## src/rtl/pc_seq.sv

```systemverilog
// pc_seq: successor program-counter sequencer with an internal return-address stack.
// Defining PC_SEQ_HALT_EN adds the halt input and the sticky halted output.
module pc_seq #(
   parameter int             D         = 12,
   parameter int             T         = 8,
   parameter int             SKIP      = 2,
   parameter int             RAS_DEPTH = 4,
   parameter logic [D-1:0]   RESET_VEC = {D{1'b0}}
) (
   input  logic         clk,
   input  logic         reset,
   input  logic         stall,
   input  logic         skip_en,
   input  logic         rel_en,
   input  logic         jump_en,
   input  logic         call_en,
   input  logic         ret_en,
   input  logic [T-1:0] target,
`ifdef PC_SEQ_HALT_EN
   input  logic         halt,
   output logic         halted,
`endif
   output logic [D-1:0] prog_ctr,
   output logic         ras_empty,
   output logic         ras_full,
   output logic         ras_err
);

   localparam int PW = $clog2(RAS_DEPTH);
   localparam int CW = PW + 1;

   localparam logic [D-1:0]  ONE_C      = D'(1);
   localparam logic [D-1:0]  SKIP_C     = D'(SKIP);
   localparam logic [CW-1:0] CNT_ONE_C  = CW'(1);
   localparam logic [CW-1:0] CNT_ZERO_C = {CW{1'b0}};
   localparam logic [CW-1:0] DEPTH_C    = CW'(RAS_DEPTH);

   function automatic logic [D-1:0] sign_ext(input logic [T-1:0] v);
      return {{(D-T){v[T-1]}}, v};
   endfunction

   logic [D-1:0]  pc_r;
   logic [D-1:0]  pc_nxt_s;
   logic [D-1:0]  pc_inc_s;
   logic [D-1:0]  page_s;
   logic [CW-1:0] cnt_r;
   logic [CW-1:0] cnt_nxt_s;
   logic          err_r;
   logic          err_nxt_s;
   logic          push_s;
   logic          empty_s;
   logic          full_s;
   logic [PW-1:0] top_idx_s;
   logic [PW-1:0] push_idx_s;
   logic [D-1:0]  ras_mem_r [RAS_DEPTH];
`ifdef PC_SEQ_HALT_EN
   logic          halted_r;
   logic          halted_nxt_s;
`endif

   assign pc_inc_s   = pc_r + ONE_C;
   assign page_s     = {pc_r[D-1:T], target};
   assign empty_s    = (cnt_r == CNT_ZERO_C);
   assign full_s     = (cnt_r == DEPTH_C);
   assign top_idx_s  = PW'(cnt_r - CNT_ONE_C);
   assign push_idx_s = PW'(cnt_r);

   // Next-state selection in strobe priority order; only the winner acts.
   always_comb begin
      pc_nxt_s  = pc_inc_s;
      cnt_nxt_s = cnt_r;
      err_nxt_s = err_r;
      push_s    = 1'b0;
`ifdef PC_SEQ_HALT_EN
      halted_nxt_s = halted_r;
      if (halted_r) begin
         pc_nxt_s = pc_r;
      end else if (stall) begin
         pc_nxt_s = pc_r;
      end else if (halt) begin
         pc_nxt_s     = pc_r;
         halted_nxt_s = 1'b1;
      end else
`else
      if (stall) begin
         pc_nxt_s = pc_r;
      end else
`endif
      if (ret_en) begin
         if (!empty_s) begin
            pc_nxt_s  = ras_mem_r[top_idx_s];
            cnt_nxt_s = cnt_r - CNT_ONE_C;
         end else begin
            pc_nxt_s  = pc_inc_s;
            err_nxt_s = 1'b1;
         end
      end else if (call_en) begin
         pc_nxt_s = page_s;
         if (!full_s) begin
            push_s    = 1'b1;
            cnt_nxt_s = cnt_r + CNT_ONE_C;
         end else begin
            err_nxt_s = 1'b1;
         end
      end else if (skip_en) begin
         pc_nxt_s = pc_r + SKIP_C;
      end else if (rel_en) begin
         pc_nxt_s = pc_r + sign_ext(target);
      end else if (jump_en) begin
         pc_nxt_s = page_s;
      end else begin
         pc_nxt_s = pc_inc_s;
      end
   end

   // Control state: program counter, stack depth and sticky error.
   always_ff @(posedge clk or negedge reset) begin
      if (!reset) begin
         pc_r     <= RESET_VEC;
         cnt_r    <= CNT_ZERO_C;
         err_r    <= 1'b0;
`ifdef PC_SEQ_HALT_EN
         halted_r <= 1'b0;
`endif
      end else begin
         pc_r     <= pc_nxt_s;
         cnt_r    <= cnt_nxt_s;
         err_r    <= err_nxt_s;
`ifdef PC_SEQ_HALT_EN
         halted_r <= halted_nxt_s;
`endif
      end
   end

   // Stack storage needs no reset: entries above the count are never read.
   always_ff @(posedge clk) begin
      if (push_s) begin
         ras_mem_r[push_idx_s] <= pc_inc_s;
      end
   end

   assign prog_ctr  = pc_r;
   assign ras_empty = empty_s;
   assign ras_full  = full_s;
   assign ras_err   = err_r;
`ifdef PC_SEQ_HALT_EN
   assign halted    = halted_r;
`endif

endmodule

```

## config.mk

```make
export PLATFORM = sky130hd
export DESIGN_NAME = pc_seq
export DESIGN_NICKNAME = d
export VERILOG_FILES = /design/src/rtl/pc_seq.sv
export SDC_FILE = /design/constraint.sdc
export NUM_CORES = 1
export LEC_CHECK = 0
export BUFFER_PORTS_ARGS = -buffer_cell sky130_fd_sc_hd__clkbuf_2
export CAP_MARGIN = 20
export CELL_PAD_IN_SITES_DETAIL_PLACEMENT = 1
export CELL_PAD_IN_SITES_GLOBAL_PLACEMENT = 1
export CORE_MARGIN = 2
export CORE_UTILIZATION = 45
export DETAILED_ROUTE_END_ITERATION = 10
export PLACE_DENSITY = 0.75
export SLEW_MARGIN = 0
export SYNTH_ARGS = -nofsm -noshare
export SYNTH_HDL_FRONTEND = slang
export SYNTH_SLANG_ARGS = --single-unit
```

## constraint.sdc

```tcl
create_clock -name clk -period 3.2 [get_ports clk]
set_input_delay 0 -clock clk [delete_from_list [all_inputs] [get_ports clk]]
set_output_delay 0 -clock clk [all_outputs]
set_load 0.01 [all_outputs]
```

==> out/results.txt <==
CP required = 3.45 ns
Antenna Nets Post-Route = 0
synth top area cells = edfxtp_1, dfrtp_1, mux4_2
Initial Util = 0.462
Tcrit/Tclk final = 0.778
worst skew pair latency = 0.34 ns
vias in the first global route = 3237
drt total wl = 11200 µm
fmax = 401 MHz
Post-DP HPWL = 8310 µm
Seq/Total Area, Yosys = 0.457
Max clock buf depth = 2
n_diodes = 0
cell area after placement = 4250 µm²
number of synthesized flops with an enable pin = 48
initial DRC count = 156
number of placement rows = 34
Root Buffer = clkbuf_8
Setup Skew = 0.00955 ns
Avg Vias per Cell = 6.10
Pwr Density = 896 nW/µm²
first-pass GRT wire length = 17900 µm
Mapped Area = 4030 µm²
Reg2Reg Setup Slack = 0.71 ns
setup tns final = 0 ns
GPL Wtd Cong = 0.870
async set-reset flop share out of synthesis = 0.250
Setup violations, final = 0
post-detailed-route wirelength per cell = 22.0 µm
area growth from synthesis to layout = 10.7%
worst r2r path cells = 7
Seq pwr share = 0.329
critical path startpoint = prog_ctr[2]
Clk pwr share = 0.182
Critical Path AT = 2.74 ns
CTS tree = done
fin. max-slew vios = 0
Die H = 98.6 µm
post-synthesis cell type count = 56
Sw Ratio = 0.420
Most used DFF post-synth = edfxtp_1
Max Cap Viol = 0
CP Class = reg2reg
Reg-to-Reg Start = prog_ctr[2]
chip width = 98.6 µm
Die Area = 9730 µm²
htree depth = 3
syn_area_per_cell = 10.8 µm²
largest net degree at the start of global routing = 25
static leakage = 0.00174 µW
clk slew on worst S/H paths = 0.08 ns
RSZ-0062 raised after global routing = false
Resize count post-CTS = 0
TritonCTS buffer count = 9
via count = 3111
nets = 433
Core ar. = 8720 µm²
critical path peak fanout = 11
CP startpoint kind = flop
P_int = 2320 µW
Syn Nets = 408
DRC Markers = 0
endpoints failing hold = 0
Synth Warn # = 0
cell count after synthesis = 372
worst IR drop on VDD = 0.000319 V
io pins = 31
reg2reg end = prog_ctr[11]
CP endpoint = prog_ctr[11]
Pre-antenna DRT Iters = 4
type of element capturing the critical path = flop
layout cell share with drive strength beyond 1 = 0.189
total congestion overflow = 0
gr usage total = 0.239
combinational share of power = 0.489
Net Switching = 1680 µW
Final Cell Area = 4460 µm²
Yosys top cell by area = edfxtp_1
initial antenna violation count = 0
share of the synthesized area in the top cell type = 0.358
Worst Max-Slew Pin Slew = 0.688 ns
Hold Path Class = in2reg
Clock Sinks = 64
outcome = finished clean
Port Buffers = 30
Tmin final = 2.49 ns
post-CTS setup buffer count = 0
Yosys reg bits = 64
Max-Slew Margin vs Limit = 0.541
-- power groups by stage --
| stage | sequential (µW) | combinational, µW | clock [µW] |
|---|---|---|---|
| 2_1_floorplan | 1290 | 1380 | 0 |
| 3_3_place_gp | 1320 | 1870 | 0 |
| 3_5_place_dp | 1330 | 1930 | 0 |
| 4_1_cts | 1310 | 1950 | 741 |
| 5_1_grt | 1340 | 2150 | 772 |
| 6_report | 1320 | 1950 | 727 |
-- critical path, cell delays in order (launching register included) --
cell      delay [ns]
dfrtp_1         0.56
ha_1            0.45
and3_4          0.31
nand4_1         0.12
xnor2_1         0.51
a22o_1          0.24
nand3b_1        0.08
o221ai_1        0.14
-- routing by layer --
metal	vias to the layer above	track usage	wire [µm]
met4	0	0.0611	112
met1	1572	0.327	5220
li1	1464	-	-
met2	64	0.400	5400
met3	11	0.0404	476
met5	-	0	0
-- cells in the mapped netlist (all sizes together) (5+ instances only) --
| cell | number |
|---|---|
| or3 | 5 |
| inv | 18 |
| ha | 19 |
| a21oi | 29 |
| xor2 | 8 |
| nor3 | 8 |
| o21ai | 26 |
| a21o | 6 |
| buf | 8 |
| nand3 | 14 |
| mux2i | 9 |
| edfxtp | 48 |
| mux4 | 12 |
| clkbuf | 13 |
| or2 | 6 |
| nand2 | 30 |
| dfrtp | 16 |
| nand4 | 7 |
| xnor2 | 14 |
| a221oi | 7 |
| nor2 | 17 |
-- cells in the final DEF, fill, tap and decap left out, types with 2 or more instances in the layout --
cell	synthesis	final
clkbuf_8	0	10
mux2_2	2	2
o31ai_1	2	2
and2_1	4	4
nand4_1	7	7
nor3_1	8	8
ha_1	19	19
or2_2	6	6
nand3_1	14	14
xnor2_1	13	13
nor2b_1	2	2
o221ai_1	4	4
a22oi_1	3	3
a31oi_1	4	4
o211ai_1	2	2
clkinvlp_4	0	4
or3_1	5	5
buf_4	0	4
a21oi_1	29	29
nand2_1	29	29
edfxtp_1	48	48
a221oi_1	6	6
nor2_1	17	17
mux2i_1	9	9
nand2b_1	2	2
and3_4	2	2
o21ai_0	26	26
a211oi_1	4	4
dfrtp_1	16	16
xor2_1	8	8
and3_1	2	2
inv_1	18	18
a221o_1	2	2
a21o_1	6	6
clkbuf_2	1	30
mux4_2	12	12
o21a_1	2	2
-- through the flow --
stage | instances | util | total power [µW] | worst slack, ns | hold WS (ns)
after floorplan | 372 | - | 2660 | 0.603 | -0.296
after global placement | 493 | 0.487 | 3200 | 0.803 | -0.0190
after detailed placement | 493 | 0.487 | 3260 | 0.740 | -0.0203
after CTS | 510 | 0.512 | 4010 | 0.719 | 0.0733
after global routing | 510 | 0.512 | 4260 | 0.477 | 0.0929
final | 510 | 0.512 | 4000 | 0.709 | 0.0965
-- kinds of logic (layout without fill, tap and decap cells) --
logic type,Yosys count,after routing,share of synthesized area
xor gates and xnor gates,22,22,0.0497
adders and majority gates,20,20,0.0640
AOI/OAI and AO/OA,100,100,0.161
buffers and inverters,39,69,0.0413
DFF,64,64,0.457
and+or+nand+nor,104,104,0.132
muxes,23,23,0.0950
-- final cells by class --
type | count | area [µm²]
inverters | 18 | 67.6
clock inverters | 6 | 68.8
multi-input cells | 269 | 2020
repair buffers | 35 | 190
fillers | 946 | 4260
clock buffers | 10 | 138
well taps | 108 | 135
flip-flops and latches | 64 | 1840
-- registers in the layout, summed over array words and instances, names as in the netlist --
signal and flops:
ras_err 1, prog_ctr 12, cnt_r 3, ras_mem_r 48
-- timing repair --
item,in CTS,in global routing
setup endpoints to repair,0,0
hold endpoints to repair,16,0
hold buffers,1,0
-- how the worst min path moves through the flow --
stage                     depth (start not counted)  slack, ns       from          end
after CTS                                         3       0.07  target[6]  prog_ctr[6]
final                                             3        0.1  target[6]  prog_ctr[6]
after detailed placement                          1      -0.02      reset  prog_ctr[0]
after global routing                              3       0.09  target[6]  prog_ctr[6]
after floorplan                                   0      -0.30      reset     cnt_r[0]
after global placement                            1      -0.02      reset  prog_ctr[0]
No activity file was read; power rests on OpenSTA's default activity.
